[src/rtl/lgbs_uart_pkg.sv]
// Shared constants and types for the LGBS UART command link.
// Used by the module-side responder and reusable on the main board.
// Optional macro: UART_CMD_STATUS_QUERY_EN. When it is defined, CMD_STATUS is
// accepted as a known command.
package lgbs_uart_pkg;

    localparam logic [7:0] CMD_ON     = 8'hEE;
    localparam logic [7:0] CMD_OFF    = 8'h55;
    localparam logic [7:0] CMD_TOGGLE = 8'hC3;
    localparam logic [7:0] CMD_STATUS = 8'hA5;
    localparam logic [7:0] NACK_BYTE  = 8'hFF;

    localparam logic [4:0] ERR_MAX = 5'd31;

    typedef enum logic [1:0] {
        IDLE   = 2'd0,
        DECODE = 2'd1,
        REQ    = 2'd2,
        BUSY   = 2'd3
    } state_e;

    // True for every byte the responder acts on and echoes back.
    function automatic logic is_known_cmd(input logic [7:0] b);
        logic known;
        case (b)
            CMD_ON, CMD_OFF, CMD_TOGGLE: known = 1'b1;
`ifdef UART_CMD_STATUS_QUERY_EN
            CMD_STATUS:                  known = 1'b1;
`endif
            default:                     known = 1'b0;
        endcase
        return known;
    endfunction

endpackage

[src/rtl/cmd_link_watchdog.sv]
// Link watchdog: counts enabled cycles and pulses expire when the count
// reaches CYCLES-1. The counter then returns to 0.
// Ports:
//   clk     - system clock
//   reset   - asynchronous active-low reset
//   enable  - count while high; counter is held at 0 while low
//   restart - clears the counter and suppresses expiry in the same cycle
//   expire  - one-cycle pulse on timeout
// CYCLES = 0 disables the watchdog.
module cmd_link_watchdog #(
    parameter int unsigned CYCLES = 192000000
) (
    input  logic clk,
    input  logic reset,
    input  logic enable,
    input  logic restart,
    output logic expire
);

    localparam int unsigned CW      = (CYCLES > 1) ? $clog2(CYCLES) : 1;
    localparam bit          ENABLED = (CYCLES != 0);
    localparam logic [CW-1:0] LAST  = ENABLED ? CW'(CYCLES - 1) : '0;

    logic [CW-1:0] count_q, count_d;

    always_comb begin
        expire  = ENABLED && enable && !restart && (count_q == LAST);
        count_d = count_q + 1'b1;
        if (!ENABLED || !enable || restart || expire) begin
            count_d = '0;
        end
    end

    always_ff @(posedge clk or negedge reset) begin
        if (!reset) begin
            count_q <= '0;
        end else begin
            count_q <= count_d;
        end
    end

endmodule

[src/rtl/uart_cmd_responder.sv]
// Module-side responder for the SPWM control link. It decodes bytes from
// uart_rx, drives the gate-drive enable and echoes each command via uart_tx.
// Ports:
//   clk, reset            - 24 MHz clock, asynchronous active-low reset
//   data_received/rx_done - received byte and its one-cycle strobe
//   parity_error          - qualifies rx_done; corrupt bytes are only counted
//   tx_busy               - uart_tx busy flag
//   data_to_tx/start_tx   - reply byte and transmit request
//   drive_en              - gate-drive / SPWM enable
//   wdog_tripped          - sticky; cleared by the next known command
//   overrun               - sticky; set when a clean byte is dropped
//   err_count             - saturating parity-error count
// Optional macro: UART_CMD_STATUS_QUERY_EN. When it is defined, CMD_STATUS
// returns {drive_en, wdog_tripped, overrun, err_count}.
module uart_cmd_responder #(
    parameter int unsigned WDOG_CYCLES = 192000000,
    parameter logic [7:0]  NACK_BYTE   = lgbs_uart_pkg::NACK_BYTE
) (
    input  logic       clk,
    input  logic       reset,
    input  logic [7:0] data_received,
    input  logic       rx_done,
    input  logic       parity_error,
    input  logic       tx_busy,
    output logic [7:0] data_to_tx,
    output logic       start_tx,
    output logic       drive_en,
    output logic       wdog_tripped,
    output logic       overrun,
    output logic [4:0] err_count
);

    import lgbs_uart_pkg::*;

    state_e     state_q, state_d;
    logic [7:0] buf_q, buf_d;
    logic       buf_full_q, buf_full_d;
    logic       drive_q, drive_d;
    logic       tripped_q, tripped_d;
    logic       overrun_q, overrun_d;
    logic [4:0] err_q, err_d;
    logic [7:0] data_q, data_d;
    logic       start_q, start_d;
    logic       pop;
    logic       wd_restart;
    logic       wd_expire;

    cmd_link_watchdog #(
        .CYCLES(WDOG_CYCLES)
    ) u_wdog (
        .clk    (clk),
        .reset  (reset),
        .enable (drive_q),
        .restart(wd_restart),
        .expire (wd_expire)
    );

    // Pending buffer and error bookkeeping. A pop in the same cycle frees
    // the slot, so a byte arriving during DECODE is still accepted.
    always_comb begin
        buf_d      = buf_q;
        buf_full_d = buf_full_q;
        overrun_d  = overrun_q;
        err_d      = err_q;
        if (pop) begin
            buf_full_d = 1'b0;
        end
        if (rx_done) begin
            if (parity_error) begin
                if (err_q != ERR_MAX) begin
                    err_d = err_q + 5'd1;
                end
            end else if (!buf_full_q || pop) begin
                buf_d      = data_received;
                buf_full_d = 1'b1;
            end else begin
                overrun_d = 1'b1;
            end
        end
    end

    // Command FSM with registered outputs.
    always_comb begin
        state_d    = state_q;
        start_d    = start_q;
        data_d     = data_q;
        drive_d    = drive_q;
        tripped_d  = tripped_q;
        pop        = 1'b0;
        wd_restart = 1'b0;

        case (state_q)
            IDLE: begin
                if (buf_full_q) begin
                    state_d = DECODE;
                end
            end
            DECODE: begin
                pop     = 1'b1;
                state_d = REQ;
                if (is_known_cmd(buf_q)) begin
                    wd_restart = 1'b1;
                    tripped_d  = 1'b0;
                    data_d     = buf_q;
                    case (buf_q)
                        CMD_ON:     drive_d = 1'b1;
                        CMD_OFF:    drive_d = 1'b0;
                        CMD_TOGGLE: drive_d = ~drive_q;
                        default:    drive_d = drive_q;
                    endcase
`ifdef UART_CMD_STATUS_QUERY_EN
                    if (buf_q == CMD_STATUS) begin
                        data_d = {drive_q, tripped_q, overrun_q, err_q};
                    end
`endif
                end else begin
                    data_d = NACK_BYTE;
                end
            end
            REQ: begin
                // Only a busy seen while we are requesting counts as the
                // handshake; a busy left over from an earlier frame does not.
                if (start_q && tx_busy) begin
                    start_d = 1'b0;
                    state_d = BUSY;
                end else begin
                    start_d = 1'b1;
                end
            end
            BUSY: begin
                if (!tx_busy) begin
                    state_d = IDLE;
                end
            end
            default: state_d = IDLE;
        endcase

        // Restart masks expiry inside the watchdog, so a command always wins.
        if (wd_expire) begin
            drive_d   = 1'b0;
            tripped_d = 1'b1;
        end
    end

    always_ff @(posedge clk or negedge reset) begin
        if (!reset) begin
            state_q    <= IDLE;
            buf_q      <= 8'h00;
            buf_full_q <= 1'b0;
            drive_q    <= 1'b0;
            tripped_q  <= 1'b0;
            overrun_q  <= 1'b0;
            err_q      <= 5'd0;
            data_q     <= 8'h00;
            start_q    <= 1'b0;
        end else begin
            state_q    <= state_d;
            buf_q      <= buf_d;
            buf_full_q <= buf_full_d;
            drive_q    <= drive_d;
            tripped_q  <= tripped_d;
            overrun_q  <= overrun_d;
            err_q      <= err_d;
            data_q     <= data_d;
            start_q    <= start_d;
        end
    end

    assign data_to_tx   = data_q;
    assign start_tx     = start_q;
    assign drive_en     = drive_q;
    assign wdog_tripped = tripped_q;
    assign overrun      = overrun_q;
    assign err_count    = err_q;

endmodule

[config.mk]
export PLATFORM = sky130hd
export DESIGN_NAME = uart_cmd_responder
export DESIGN_NICKNAME = d
export VERILOG_FILES = /design/src/rtl/lgbs_uart_pkg.sv /design/src/rtl/cmd_link_watchdog.sv /design/src/rtl/uart_cmd_responder.sv
export SDC_FILE = /design/constraint.sdc
export NUM_CORES = 1
export LEC_CHECK = 0
export BUFFER_PORTS_ARGS = -buffer_cell sky130_fd_sc_hd__clkbuf_2
export CAP_MARGIN = 40
export CORE_MARGIN = 3
export CORE_UTILIZATION = 54
export CTS_BUF_LIST = sky130_fd_sc_hd__clkbuf_4
export DETAILED_ROUTE_END_ITERATION = 8
export PLACE_DENSITY = 0.77
export SLEW_MARGIN = 10
export SYNTH_ARGS = -nofsm -noshare
export SYNTH_HDL_FRONTEND = slang
export SYNTH_SLANG_ARGS = --single-unit
export TNS_END_PERCENT = 5
[constraint.sdc]
create_clock -name clk -period 2.12 [get_ports clk]
set_input_delay 0.318 -clock clk [delete_from_list [all_inputs] [get_ports clk]]
set_output_delay 0.318 -clock clk [all_outputs]
set_load 0.005 [all_outputs]
==> flow_summary.yaml, run 1 <==
placement:
  gp_congestion: 0.818
  port_buffers: 29
  placed_cell_area_mm2: 0.00306
  hpwlAfterDp_um: 3890
grt:
  grt_max_degree: 30
  grt_pass1_vias: 2018
  grt_antenna_before_repair: 0
  grt-ovfl-total: 0
  grtUsageTotal: 0.198
  grt_pass1_wl_um: 9570
die:
  core_area_mm2: 0.00479
  fp.dieH_um: 77.0
  initial_utilization: 0.569
  ios: 30
  die_w_um: 77.0
  rows: 25
  die-area_mm2: 0.00593
yosys:
  synth_nets: 275
  syn_area_mm2: 0.00272
  seq_area_frac_synth: 0.515
  avgSynthCellArea_um2: 10.7
  dominantRegCellSynth: "dfrtp_1"
  synth_cell_types: 41
  synthArstFlopShare: 1.00
  synth_cells: 255
  ys_warn_count: 0
  synth-edff-count: 0
  ys_seq_elements: 56
finish:
  final_cell_mix: "dfrtp_1, clkbuf_2, nand2_1, buf_4"
  layout_commonest_cell: "dfrtp_1"
  areaGrowthSynthToFinish_pct: 17.0
  fin_area_mm2: 0.00319
  n_antenna_cell: 0
  nets: 322
  drive_gt1_frac: 0.254
route:
  drc: 0
  drt-total-wl_um: 5310
  num_vias: 2149
  avgViaCountPerCell: 5.81
  antenna_left: 0
  detail_route.iter0.violations: 137
  wire_per_inst_um: 14.3
  dr.pass1.iters: 6
worst_setup_path:
  reg2regPathDepth: 4
  worstSetupPathType: "reg2reg"
  worstPathRequired_ps: 2430
  cp-end-kind: "flip-flop"
  crit_end: "u_wdog.count_q[27]"
  rr_startpoint: "u_wdog.count_q[11]"
  cp.arrival_ps: 2330
  rr_endpoint: "u_wdog.count_q[27]"
  reg2reg_slack_ps: 100
  start_kind: "flip-flop"
  startpoint: "u_wdog.count_q[11]"
  cp_max_fo: 11
timing:
  relSlewSlack: 0.561
  worst_pin_slew_ps: 658
  period_share: 0.953
  setup_viol: 0
  post-route-min-period_ps: 2020
  rsz0062_at_grt: "false"
  final-hold-violation-count: 0
  fmax_mhz: 495
  report.final.slew_viol_count: 0
  setup_tns_ps: 0
  finClkSkew_ps: 20.0
clock_network:
  cts_tree: "yes"
  numCtsBuffers: 5
  cts-htree-levels: 2
  root_buffer: "clkbuf_4"
  cts.sinks: 56
  clkLatencyLatePin_ps: 390
  cts.clk_slew.worst_paths_ps: 180
  clockBufferDepth: 2
worst_hold_path:
  whs_path_depth: 2
  min_from: "data_received[7]"
  min_path_type: "in2reg"
power:
  power-per-cell-area_mw_per_mm2: 807
  leakage_nw: 1.26
  peakVddDrop_mv: 0.579
status:
  status: "finished, final reports clean"
run:
  maxCapViolCount: 0
==> state kept, by name (all words and copies together), names as in the netlist <==
register and cells:
buf_full_q 1, buf_q 8, data_to_tx 8, drive_en 1
err_count 5, overrun 1, start_tx 1, state_q 2
u_wdog.count_q 28, wdog_tripped 1
==> how the worst min path moves through the flow <==
| stage | slack [ps] | to |
|---|---|---|
| detailed placement | 390 | u_wdog.count_q[21] |
| floorplan | 20 | buf_full_q |
| global placement | 380 | u_wdog.count_q[21] |
| global route | 100 | buf_q[7] |
| finish | 140 | buf_q[7] |
| CTS | 120 | buf_q[7] |
==> where the power goes <==
group          switching, mW  internal, mW
clock                  0.356         0.140
sequential             0.175          1.25
combinational          0.308         0.338
total                  0.840          1.73
==> logic make-up (layout without fill, tap and decap cells) <==
kind of cell	count (synthesis)	after routing	share of synthesized area
compound gates	50	50	0.129
xor+xnor	13	13	0.0418
fa+ha+maj	7	7	0.0322
buf+inv	22	70	0.0322
flops	56	56	0.515
mux	9	9	0.0372
simple gates	98	98	0.213
==> per-layer routing <==
layer	share of wire	up-vias	global-route usage
met5	0	-	0
met4	0.012	0	0.0534
met3	0.043	6	0.0434
met2	0.48	42	0.314
met1	0.46	1063	0.277
li1	-	1038	-
==> through the flow <==
stage	setup slack (ps)	utilization	instances	hold slack, ps	power (mW)
finish	100	0.666	370	135	2.57
global route	7.08	0.666	370	104	2.75
CTS	15.7	0.656	367	118	2.59
detailed placement	5.30	0.639	358	390	2.10
global placement	78.1	0.639	358	380	2.05
floorplan	10.5	-	255	22.4	1.83
==> synthesized netlist by cell type, types with 9 or more instances <==
master    instances  area share
o21ai_0          10       0.018
nor3_1           13       0.024
a211oi_1         14       0.039
or3_1            10       0.023
mux2_2            9       0.037
inv_1            13       0.018
nand2_1          19       0.026
dfrtp_1          56        0.51
xnor2_1          11       0.035
or4_1            12       0.033
nand3_1          11       0.020
==> repair_timing <==
item                       in CTS  in global routing
hold buffers                    1                  0
hold endpoints to repair       25                  0
pin swaps                       0                  0
setup endpoints to repair       4                 22
buffers inserted                0                  3
gates resized for setup         1                  5
==> final cells by class <==
class	count	area [um2]
well taps	67	83.8
multi-input cells	177	1260
flip-flops and latches	56	1400
clock inverters	3	27.5
inverters	13	48.8
clock buffers	5	37.5
fillers	370	1600
repair buffers	49	323
==> critical path: stages, from the launching register on <==
cell	delay (ps)
dfrtp_1	420
nand4_1	150
or4_4	610
or4_1	500
a211oi_1	250
Note: power is estimated with default switching activity, not from simulation.
==> run 2: changes to the inputs <==
--- a/config.mk
+++ b/config.mk
@@ -7,6 +7,7 @@
 export LEC_CHECK = 0
 export BUFFER_PORTS_ARGS = -buffer_cell sky130_fd_sc_hd__clkbuf_2
 export CAP_MARGIN = 40
+export CORE_ASPECT_RATIO = 2
 export CORE_MARGIN = 3
 export CORE_UTILIZATION = 54
 export CTS_BUF_LIST = sky130_fd_sc_hd__clkbuf_4
==> flow_summary.yaml, run 2 (synthesized netlist as in run 1, its figures left out) <==
status:
  status: "finished, final reports clean"
placement:
  port_buffers: 29
  gp_congestion: 0.798
  placed_cell_area_mm2: 0.00306
  dp_cells: 348
  hpwlAfterDp_um: 4350
grt:
  grtUsageTotal: 0.216
  grt_pass1_wl_um: 10200
  grt_antenna_before_repair: 0
  grt_max_degree: 37
  grt-ovfl-total: 0
  grt_pass1_vias: 2251
finish:
  areaGrowthSynthToFinish_pct: 18.2
  finalNonFillerCells: 363
  fin_area_mm2: 0.00322
  fin_util: 0.661
  layout_commonest_cell: "dfrtp_1"
  largest_reg_flops: 28
  drive_gt1_frac: 0.265
  n_antenna_cell: 0
  final_cell_mix: "dfrtp_1, clkbuf_2, nand2_1, buf_4"
  regMostFlops: "u_wdog.count_q"
  fillers: 397
  nets: 325
timing:
  relSlewSlack: 0.629
  report.final.slew_viol_count: 0
  fmax_mhz: 480
  finClkSkew_ps: 6.60
  final-hold-violation-count: 0
  rsz0062_at_grt: "true"
  worst_pin_slew_ps: 556
  period_share: 0.982
  setup_tns_ps: 0
  setup_viol: 0
  post-route-min-period_ps: 2080
die:
  core_area_mm2: 0.00486
  ios: 30
  rows: 36
  initial_utilization: 0.560
  die-area_mm2: 0.00598
  die_w_um: 56.2
  fp.dieH_um: 106
clock_network:
  cts.clk_slew.worst_paths_ps: 160
  cts_tree: "yes"
  numCtsBuffers: 5
  clkLatencyLatePin_ps: 400
  cts.sinks: 56
  cts-htree-levels: 2
  root_buffer: "clkbuf_4"
  clockBufferDepth: 2
worst_setup_path:
  reg2regPathDepth: 6
  worstPathRequired_ps: 2440
  worstSetupPathType: "reg2reg"
  cp_max_fo: 14
  cp.arrival_ps: 2400
  start_kind: "flip-flop"
  cp-end-kind: "flip-flop"
worst_hold_path:
  min_path_type: "in2reg"
  whs_path_depth: 2
power:
  leakage_nw: 1.28
  peakVddDrop_mv: 0.722
  power-per-cell-area_mw_per_mm2: 803
route:
  avgViaCountPerCell: 6.06
  wire_per_inst_um: 16.4
  antenna_left: 0
  dr.pass1.iters: 4
  drc: 0
  drt-total-wl_um: 5960
  num_vias: 2198
  detail_route.iter0.violations: 54
run:
  maxCapViolCount: 0
-- run 2: changes by cell type in the layout (fill, tap and decap cells not counted) --
cell	delta
buf_4	+1
a211oi_1	-1
nand3_1	-1
dfrtp_1	+1
nand3_2	+1
a211oi_2	+1
clkbuf_4	+1
buf_12	+1
inv_8	-1
buf_6	+1
dfrtp_2	-1
-- run 2: final cells by class --
type | instances | area (um2) | area share
clock buffer | 6 | 45.0 | 0.0140
clock inverter | 2 | 16.3 | 0.00506
inverter | 13 | 48.8 | 0.0152
multi-input combinational | 177 | 1270 | 0.396
sequential | 56 | 1400 | 0.436
tap | 57 | 71.3 | 0.0222
timing repair buffer | 52 | 362 | 0.112
-- run 2: where the power goes --
part           internal, mW  switching, mW  total (mW)  leakage [nW]
Combinational         0.346          0.317       0.664         0.546
Clock                 0.145          0.345       0.490        0.0319
Sequential             1.25          0.178        1.43         0.700
Total                  1.74          0.840        2.58          1.28
-- run 2: final timing paths --
kind / slack, ps / endpoint / from
min in group asynchronous: 430 / data_to_tx[2] / reset
min reg2reg: 500 / data_to_tx[6] / data_to_tx[6]
min: 140 / buf_q[4] / data_received[4]
max: 40 / u_wdog.count_q[25] / u_wdog.count_q[0]
max reg2reg: 40 / u_wdog.count_q[25] / u_wdog.count_q[0]
max in group asynchronous: 1120 / u_wdog.count_q[10] / reset
-- run 2: timing repair --
item,in CTS,in global routing
resized for setup,0,8
buffers inserted,1,5
setup endpoints to repair,1,7
hold buffers,1,0
pin swaps,0,1
endpoints found under the hold margin,20,0
-- run 2: through the flow --
stage,hold WS [ps],worst slack (ps),power [mW]
floorplan,22.4,10.5,1.83
global placement,329,67.3,2.06
detailed placement,331,6.07,2.11
CTS,116,0.976,2.60
global route,124,-24.9,2.76
finish,135,38.0,2.58
-- run 2: metal layers --
layer,up-vias,part of all wire,GRT usage
met2,61,0.58,0.405
met3,14,0.036,0.0365
met5,-,0,0
met4,0,0.027,0.102
met1,1072,0.36,0.225
li1,1051,-,-
-- run 2: critical path, cell delays in order, from the launching register on --
cell and delay [ps]:
dfrtp_1 430, buf_4 130, nand3_1 90, or4_1 500
buf_6 160, or4_4 480, a211oi_2 220
